==> config.mk <==
export PLATFORM = sky130hd
export DESIGN_NAME = eeprom_arb
export DESIGN_NICKNAME = d
export VERILOG_FILES = /design/src/rtl/eeprom_pkg.sv /design/src/rtl/eeprom_rr_arb.sv /design/src/rtl/eeprom_arb.sv
export SDC_FILE = /design/constraint.sdc
export NUM_CORES = 1
export LEC_CHECK = 0
export CORE_ASPECT_RATIO = 1.4
export CORE_MARGIN = 4
export CORE_UTILIZATION = 35
export DETAILED_ROUTE_END_ITERATION = 16
export DONT_BUFFER_PORTS = 1
export GPL_TIMING_DRIVEN = 1
export MAX_ROUTING_LAYER = met4
export PLACE_DENSITY_LB_ADDON = 0.3
export SLEW_MARGIN = 20
export SYNTH_ARGS = -nofsm -noshare
export SYNTH_HDL_FRONTEND = slang
export SYNTH_SLANG_ARGS = --single-unit
==> constraint.sdc <==
create_clock -name sysclk -period 2.4 [get_ports sysclk]
set_clock_uncertainty 0.1 [all_clocks]
set_input_delay 0.36 -clock sysclk [delete_from_list [all_inputs] [get_ports sysclk]]
set_output_delay 0.36 -clock sysclk [all_outputs]
set_load 0.01 [all_outputs]
==> src/rtl/eeprom_pkg.sv <==
// eeprom_pkg: shared FSM state type, engine command codes and default
// timing constants for the EEPROM arbiter, engine wrapper and benches.
package eeprom_pkg;

    typedef enum logic [2:0] {
        ST_IDLE,
        ST_BUSY,
        ST_ACK,
        ST_WRWAIT,
        ST_FAULT
    } state_e;

    localparam logic [1:0] CMD_IDLE = 2'b00;
    localparam logic [1:0] CMD_WR   = 2'b01;
    localparam logic [1:0] CMD_RD   = 2'b10;

    // 5 ms write time and a 40 ms watchdog at 50 MHz
    localparam int TWR_CYCLES     = 250000;
    localparam int TIMEOUT_CYCLES = 2000000;

endpackage

==> src/rtl/eeprom_rr_arb.sv <==
// eeprom_rr_arb: 2-way round-robin arbiter with a last-grant pointer.
// Ports: sysclk, rst_n, req_i[1:0], en_i (commit grant), gnt_o one-hot, last_o.
module eeprom_rr_arb
(
    input  logic       sysclk,
    input  logic       rst_n,
    input  logic [1:0] req_i,
    input  logic       en_i,
    output logic [1:0] gnt_o,
    output logic       last_o
);
    import eeprom_pkg::*;

    logic last_q, last_d;

    // On contention the port that was not granted last wins
    always_comb begin
        gnt_o  = 2'b00;
        last_d = last_q;
        unique case (1'b1)
            (req_i == 2'b11): gnt_o = last_q ? 2'b01 : 2'b10;
            default:          gnt_o = req_i;
        endcase
        if (en_i && (gnt_o != 2'b00)) begin
            last_d = gnt_o[1];
        end
    end

    // Reset value 1 makes port 0 the favoured port
    always_ff @(posedge sysclk or negedge rst_n) begin
        if (!rst_n) begin
            last_q <= 1'b1;
        end else begin
            last_q <= last_d;
        end
    end

    assign last_o = last_q;

endmodule

==> src/rtl/eeprom_arb.sv <==
// eeprom_arb: two-port byte read/write arbiter and sequencer for iic_com.
// Ports: req/we/addr/wdata per port in, ack per port + rdata/busy/fault out;
// engine side start_sig/addr_sig/wrdata out, done_sig/rddata in.
// Optional watchdog with FAULT state: define EEPROM_ARB_TIMEOUT_EN.
module eeprom_arb #(
    parameter int TWR_CYCLES     = eeprom_pkg::TWR_CYCLES,
    parameter int TIMEOUT_CYCLES = eeprom_pkg::TIMEOUT_CYCLES
) (
    input  logic       sysclk,
    input  logic       rst_n,
    input  logic       req0,
    input  logic       req1,
    input  logic       we0,
    input  logic       we1,
    input  logic [7:0] addr0,
    input  logic [7:0] addr1,
    input  logic [7:0] wdata0,
    input  logic [7:0] wdata1,
    output logic       ack0,
    output logic       ack1,
    output logic [7:0] rdata,
    output logic       busy,
    output logic       fault,
    output logic [1:0] start_sig,
    output logic [7:0] addr_sig,
    output logic [7:0] wrdata,
    input  logic       done_sig,
    input  logic [7:0] rddata
);
    import eeprom_pkg::*;

    if (TWR_CYCLES < 1 || TIMEOUT_CYCLES < 1) begin : g_bad_cfg
        $error("eeprom_arb: cycle parameters must be >= 1");
    end

    localparam int CW = $clog2(TWR_CYCLES) + 1;
    localparam logic [CW-1:0] TWR_LOAD = CW'(TWR_CYCLES - 1);

    state_e     state_q, state_d;
    logic       we_q, we_d;
    logic [7:0] addr_q, addr_d;
    logic [7:0] wdata_q, wdata_d;
    logic [7:0] rdata_q, rdata_d;
    logic [1:0] start_q, start_d;
    logic [1:0] ack_q, ack_d;
    logic       busy_q, busy_d;
    logic [CW-1:0] cnt_q, cnt_d;

    logic [1:0] gnt;
    logic       arb_en;
    logic       last_gnt;

`ifdef EEPROM_ARB_TIMEOUT_EN
    localparam int TW = $clog2(TIMEOUT_CYCLES) + 1;
    localparam logic [TW-1:0] TO_LAST = TW'(TIMEOUT_CYCLES - 1);
    logic [TW-1:0] wdt_q, wdt_d;
    logic          fault_q, fault_d;
`endif

    eeprom_rr_arb u_arb (
        .sysclk (sysclk),
        .rst_n  (rst_n),
        .req_i  ({req1, req0}),
        .en_i   (arb_en),
        .gnt_o  (gnt),
        .last_o (last_gnt)
    );

    always_comb begin
        state_d = state_q;
        we_d    = we_q;
        addr_d  = addr_q;
        wdata_d = wdata_q;
        rdata_d = rdata_q;
        start_d = start_q;
        ack_d   = 2'b00;
        cnt_d   = cnt_q;
        arb_en  = 1'b0;
`ifdef EEPROM_ARB_TIMEOUT_EN
        wdt_d   = wdt_q;
        fault_d = fault_q;
`endif
        unique case (state_q)
            ST_IDLE: begin
                if (gnt != 2'b00) begin
                    arb_en  = 1'b1;
                    we_d    = gnt[1] ? we1 : we0;
                    addr_d  = gnt[1] ? addr1 : addr0;
                    wdata_d = gnt[1] ? wdata1 : wdata0;
                    start_d = we_d ? CMD_WR : CMD_RD;
                    state_d = ST_BUSY;
`ifdef EEPROM_ARB_TIMEOUT_EN
                    wdt_d   = '0;
`endif
                end
            end
            ST_BUSY: begin
                // last_gnt holds the port granted for this transfer
                if (done_sig) begin
                    start_d = CMD_IDLE;
                    ack_d   = last_gnt ? 2'b10 : 2'b01;
                    state_d = ST_ACK;
                    if (!we_q) begin
                        rdata_d = rddata;
                    end
                end
`ifdef EEPROM_ARB_TIMEOUT_EN
                else if (wdt_q == TO_LAST) begin
                    start_d = CMD_IDLE;
                    fault_d = 1'b1;
                    state_d = ST_FAULT;
                end else begin
                    wdt_d = wdt_q + TW'(1);
                end
`endif
            end
            ST_ACK: begin
                if (we_q) begin
                    cnt_d   = TWR_LOAD;
                    state_d = ST_WRWAIT;
                end else begin
                    state_d = ST_IDLE;
                end
            end
            ST_WRWAIT: begin
                if (cnt_q == '0) begin
                    state_d = ST_IDLE;
                end else begin
                    cnt_d = cnt_q - CW'(1);
                end
            end
            // FAULT is absorbing until reset
            default: begin
            end
        endcase
        busy_d = (state_d != ST_IDLE);
    end

    always_ff @(posedge sysclk or negedge rst_n) begin
        if (!rst_n) begin
            state_q <= ST_IDLE;
            we_q    <= 1'b0;
            addr_q  <= '0;
            wdata_q <= '0;
            rdata_q <= '0;
            start_q <= CMD_IDLE;
            ack_q   <= 2'b00;
            busy_q  <= 1'b0;
            cnt_q   <= '0;
`ifdef EEPROM_ARB_TIMEOUT_EN
            wdt_q   <= '0;
            fault_q <= 1'b0;
`endif
        end else begin
            state_q <= state_d;
            we_q    <= we_d;
            addr_q  <= addr_d;
            wdata_q <= wdata_d;
            rdata_q <= rdata_d;
            start_q <= start_d;
            ack_q   <= ack_d;
            busy_q  <= busy_d;
            cnt_q   <= cnt_d;
`ifdef EEPROM_ARB_TIMEOUT_EN
            wdt_q   <= wdt_d;
            fault_q <= fault_d;
`endif
        end
    end

    assign ack0      = ack_q[0];
    assign ack1      = ack_q[1];
    assign rdata     = rdata_q;
    assign busy      = busy_q;
    assign start_sig = start_q;
    assign addr_sig  = addr_q;
    assign wrdata    = wdata_q;
`ifdef EEPROM_ARB_TIMEOUT_EN
    assign fault     = fault_q;
`else
    assign fault     = 1'b0;
`endif

endmodule

## Yosys cells after proc, flatten, opt, wreduce, memory -nomap -nowiden

Cells that the tools add are included.

- Bits in registers: 53
- Bits in latches: 0
- Memory bits (writable): 0
- Bits in read-only memories: 0
- Bits of input ports: 47
- Output and inout port bits: 30
- Logic and storage cells: 53
- Memories: 0

- Add/sub/neg operators: 1
- Multipliers: 0
- Divide/modulo/power cells: 0
- $lt $le $gt $ge: 0
- Equal/unequal tests: 8
- Shift-type cells: 0
- Mux-type cells: 22
- Bitwise logic cells: 1
- Reduce and logical (&&, ||, !) cells: 11

Operators by type and width:

| operator | count |
|---|---|
| 19-bit 2-to-1 mux | 2 |
| 19-bit one-hot mux with 2 select lines | 1 |
| 19-bit logical NOT | 1 |
| 19-bit by 1-bit subtractor with 19-bit output (second input constant) | 1 |
| 2-bit 2-to-1 mux | 9 |
| 8-bit 2-to-1 mux | 2 |
| 3-bit one-hot mux with 4 select lines | 1 |
| 3-bit 2-to-1 mux | 3 |
| 3-bit AND reduction | 3 |
| 2-bit != test (second input constant) | 4 |
| 3-bit by 2-bit equality test with 1-bit output (second input constant) | 2 |
| 2-bit nonzero test | 3 |
| 2-bit one-hot mux with 2 select lines | 1 |
| 3-bit by 1-bit equality test with 1-bit output (second input constant) | 1 |
| 3-bit logical NOT | 1 |
| 1-bit 2-to-1 mux | 3 |
| 3-bit nonzero test | 1 |
| 2-bit equality test (second input constant) | 1 |
| 2-bit AND reduction | 1 |
| 1-bit logical AND | 1 |
| 1-bit NOT | 1 |

## Longest topological paths before layout

- Depth after elaboration: 6
- Gate-level depth with buffers: 6
- Gate-level depth less buffers: 6

## By module

From an unflattened synthesis, not the netlist that was laid out.

- Cells, all modules: 253
- Area total of the unflattened synthesis: 2622.5 µm²

Modules (own cells, without submodules):

| module | instances | cells each | area each (µm²) | seq. area each (µm²) |
|---|---|---|---|---|
| eeprom_arb | 1 | 247 | 2566.2 | 1301.2 |
| eeprom_rr_arb | 1 | 6 | 56.3 | 26.3 |

## Least setup slack after synthesis

No wires, ideal clock.

- Kind: flip-flop to flip-flop
- From: register cnt_q[0]
- To: register cnt_q[14]
- Arrival: 1.772 ns
- Required time: 2.231 ns
- Path slack: 0.459 ns
- Stages on the path, launching flop included: 7
- Path buffers: 0
- Period minus slack after synthesis: 1.941 ns
- Cells stage by stage: dfrtp_1 > inv_1 > ha_1 > nor3b_1 > nand3_2 > or4_1 > nand3_1

- Longest elaborated chain between the ends: 3
- Elaborated cells between the ends (all ways): 6
- Those cells by class: 1 x add/sub; 1 x eq/ne; 2 x mux; 2 x reduce/logical

Ends and longest elaborated chain:

| what | line | source |
|---|---|---|
| start, declared | eeprom_arb.sv:47 | `logic [CW-1:0] cnt_q, cnt_d;` |
| start signal, assigned | eeprom_arb.sv:163 | `cnt_q <= cnt_d;` |
| 19-bit by 1-bit subtractor with 19-bit output / 19-bit logical NOT (equally long branches) | eeprom_arb.sv:129, eeprom_arb.sv:126 |  |
| 19-bit 2-to-1 mux / 2-bit != test (equally long branches) | n/a |  |
| 19-bit one-hot mux with 2 select lines / 3-bit AND reduction (equally long branches) | n/a |  |

Several ways; a longest one is shown, not always the timed one. The select of a mux whose other input is x is not followed.
A chain may end at the register's enable or synchronous reset.

## Worst setup path in the final report

- From: register cnt_q[0]
- To: register state_q[1]

- Longest elaborated chain between the ends: 3

Ends and longest elaborated chain:

| what | line | source |
|---|---|---|
| 19-bit logical NOT | eeprom_arb.sv:126 | `if (cnt_q == '0) begin` |
| 3-bit 2-to-1 mux | eeprom_arb.sv:126 |  |
| 3-bit one-hot mux with 4 select lines | eeprom_arb.sv:83 | `unique case (state_q)` |
| net state_d[1] | eeprom_arb.sv:39 | `state_e state_q, state_d;` |
| end signal, assigned | eeprom_arb.sv:155 | `state_q <= state_d;` |
| end, declared | eeprom_arb.sv:39 |  |

The timed path passes the listed nets, and every way through them passes these cells.

==> reports/metrics.cfg <==
[outcome]
status = complete, no violations

[drt]
top_layer_used = met4
drt_wl_total_mm = 5.89
via_count = 1931
dr.pass1.iters = 4
wl_met2_mm = 3.00
wl_per_cell_um = 16.6
drc = 0
drt-met1-wl_mm = 2.44
ant_nets = 0
wl_met3_um = 374
dr.first_iter.drc_count = 93
vias_per_cell = 5.45

[worst_setup_path]
crit_family = compound AO/OA/AOI/OAI gates
critPathKind = register to register
slowest_stage = o21ai_1
worst-path-buf-inv = 2
critPathMaxStageDelay_ns = 0.43
cp_data_required_time_ns = 2.46
worstSetupEndpointType = register
crit_fanout = 5
cp-start-kind = register
cp.arrival_ns = 2.15
path_cells = inv_1, ha_1, nor3b_1, buf_4, nand2_1, o21ai_1, a41oi_1

[cells_and_area]
diodes = 0
final_cell_area_um2 = 2900
final_core_util_pct = 39.4
layout-drive-gt1-share_pct = 14.8
fillers = 722
area_growth_pct = 10.1
fin_cells = 354
nets = 304

[placed_design]
place_congestion = 0.835
place_ws_ns = 0.340
dpl.hpwl_mm = 4.39
io_buffers = 0
placed_area_um2 = 2750
dp_cells = 344

[yosys]
synth_area_leaders = dfrtp_1, mux2i_1, nand2_1, o21ai_0, mux2_2
avgSynthCellArea_um2 = 10.4
synth.distinct_cells = 47
synthesis.area_um2 = 2640
synth.top_cell.area_share_pct = 49.4
synth_seq_cells = 53
yosysSeqAreaShare_pct = 50.4
synthCells = 254
syn_nets = 302
synthArstFlopShare_pct = 100
yosys.area.top_type = dfrtp_1
synth-edff-count = 0
ys.flop_type = dfrtp_1
yosysWarnings = 0

[global_route]
grt_pass1_wl_mm = 10.2
grt_max_degree = 54
grt_pass1_vias = 1995
antenna_found_initial = 0
grt.total_usage_pct = 14.4
globalRouteOverflowTotal = 0

[cts]
hold_buffers = 2
clock_path_buffers = 2
h-tree-depth = 2
cts_num_sinks = 53
clkTransAtPathRegs_ns = 0.10
post-cts-setup-buffers = 0
cts_made_buffers = 5
postCtsResizedCells = 0
cts_tree = yes
clkLatencyLatePin_ns = 0.31
cts_root_buf = clkbuf_8

[timing]
tightest_slew_ns = 0.540
tns_ns = 0
rsz0062_at_grt = no
slew_violations = 0
slew_headroom_pct = 63.7
hold_viol_final = 0
layout_setup_ws_ns = 0.308
fin_crit_sh_pct = 87.2
report.final.setup_viol = 0
final.min_clock_period_ns = 2.09
clock.fmax_mhz = 478

[min_path]
holdCritPathClass = input port to register

[die]
ios = 77
die_x_um = 81.4
die_y_um = 111
placementRows = 37
core_um2 = 7360
die-area_um2 = 9000
start_util_pct = 35.8

[power_and_ir_drop]
vdd_drop_max_mv = 0.464
power_density_nw_per_um2 = 1020
leakage_uw = 0.00122

[run]
maxCapViolCount = 0

-- registers in the layout, summed over array words and instances, names as in the netlist --
signal,flops
cnt_q,19
addr_sig,8
rdata,8
wrdata,8
state_q,3
ack_q,2
start_sig,2
busy,1
u_arb.last_o,1
we_q,1
-- cell type report --
class | instances | area (um2) | area share [%]
clock buffers | 6 | 72.6 | 2.50
clock inverters | 2 | 38.8 | 1.34
inverters | 5 | 18.8 | 0.647
multi-input cells | 181 | 1220 | 42.2
flip-flops and latches | 53 | 1330 | 45.8
well taps | 97 | 121 | 4.18
repair buffers | 10 | 97.6 | 3.36
-- final timing paths --
path	slack, ns	startpoint	end	depth (start not counted)
setup reg to reg	0.31	cnt_q[0]$_DFFE_PN0P_	state_q[1]$_DFF_PN0_	7
max in group asynchronous	1.44	rst_n	u_arb.last_o$_DFFE_PN1P_	2
setup / recovery	0.31	cnt_q[0]$_DFFE_PN0P_	state_q[1]$_DFF_PN0_	7
min in group asynchronous	0.47	rst_n	cnt_q[8]$_DFFE_PN0P_	2
hold reg to reg	0.41	cnt_q[18]$_DFFE_PN0P_	cnt_q[18]$_DFFE_PN0P_	2
hold / removal	0.09	rddata[0]	rdata[0]$_DFFE_PN0P_	1
-- cell usage in the layout (no fill, tap or decap), types with 2 or more instances in the layout --
cell type | netlist | final
dfrtp_1 | 52 | 52
nand2_1 | 31 | 31
mux2i_1 | 29 | 29
o21ai_0 | 20 | 20
nor2_1 | 15 | 15
mux2_2 | 8 | 8
buf_4 | 1 | 8
nand3_1 | 6 | 6
nor4_1 | 6 | 6
nor3_1 | 5 | 5
nand4_1 | 5 | 5
or4_1 | 5 | 5
inv_1 | 5 | 5
clkbuf_8 | 0 | 5
a21oi_1 | 4 | 4
or2_2 | 4 | 4
o21ai_1 | 3 | 3
or3_1 | 3 | 3
nor2b_1 | 3 | 3
o2111ai_1 | 3 | 3
a211o_1 | 3 | 3
nor4_2 | 2 | 2
and4_1 | 2 | 2
nor4b_1 | 2 | 2
o31ai_1 | 2 | 2
-- where the power goes --
| part | leakage, uW | internal (uW) | switching (uW) |
|---|---|---|---|
| logic | 0.000533 | 350 | 422 |
| registers | 0.000634 | 1190 | 381 |
| clock network | 0.0000558 | 316 | 303 |
-- per-layer routing --
metal / vias up / global-route usage [%]
met5: - / -
li1: 925 / -
met3: 6 / 3.25
met2: 72 / 23.1
met1: 928 / 18.3
met4: 0 / 3.72
-- synth_stat cells (2+ instances only) --
master and n:
a211o_1 3, a21oi_1 4, and4_1 2, buf_2 7, clkbuf_1 7, dfrtp_1 52
inv_1 5, mux2_2 8, mux2i_1 29, nand2_1 31, nand3_1 6, nand4_1 5
nor2_1 15, nor2b_1 3, nor3_1 5, nor4_1 6, nor4_2 2, nor4b_1 2
o2111ai_1 3, o21ai_0 20, o21ai_1 3, o31ai_1 2, or2_2 4, or3_1 3
or4_1 5
-- per-stage QoR --
step | hold slack, ns | total power, uW
floorplan | -0.0356 | 2120
global placement | -0.0326 | 2320
detailed placement | -0.0321 | 2360
CTS | 0.0829 | 3000
global route | 0.0757 | 3200
finish | 0.0898 | 2960
-- logic make-up after synthesis --
logic type / Yosys count / synth area share, %
buffers and inverters: 20 / 3.32
other: 1 / 0.142
flip-flops: 53 / 50.4
AND/OR/NAND/NOR: 100 / 21.4
multiplexers: 37 / 14.4
adder cells (fa/ha/maj): 1 / 0.475
AO/OA/AOI/OAI: 42 / 9.87
Power figures use the tool's default switching activity.
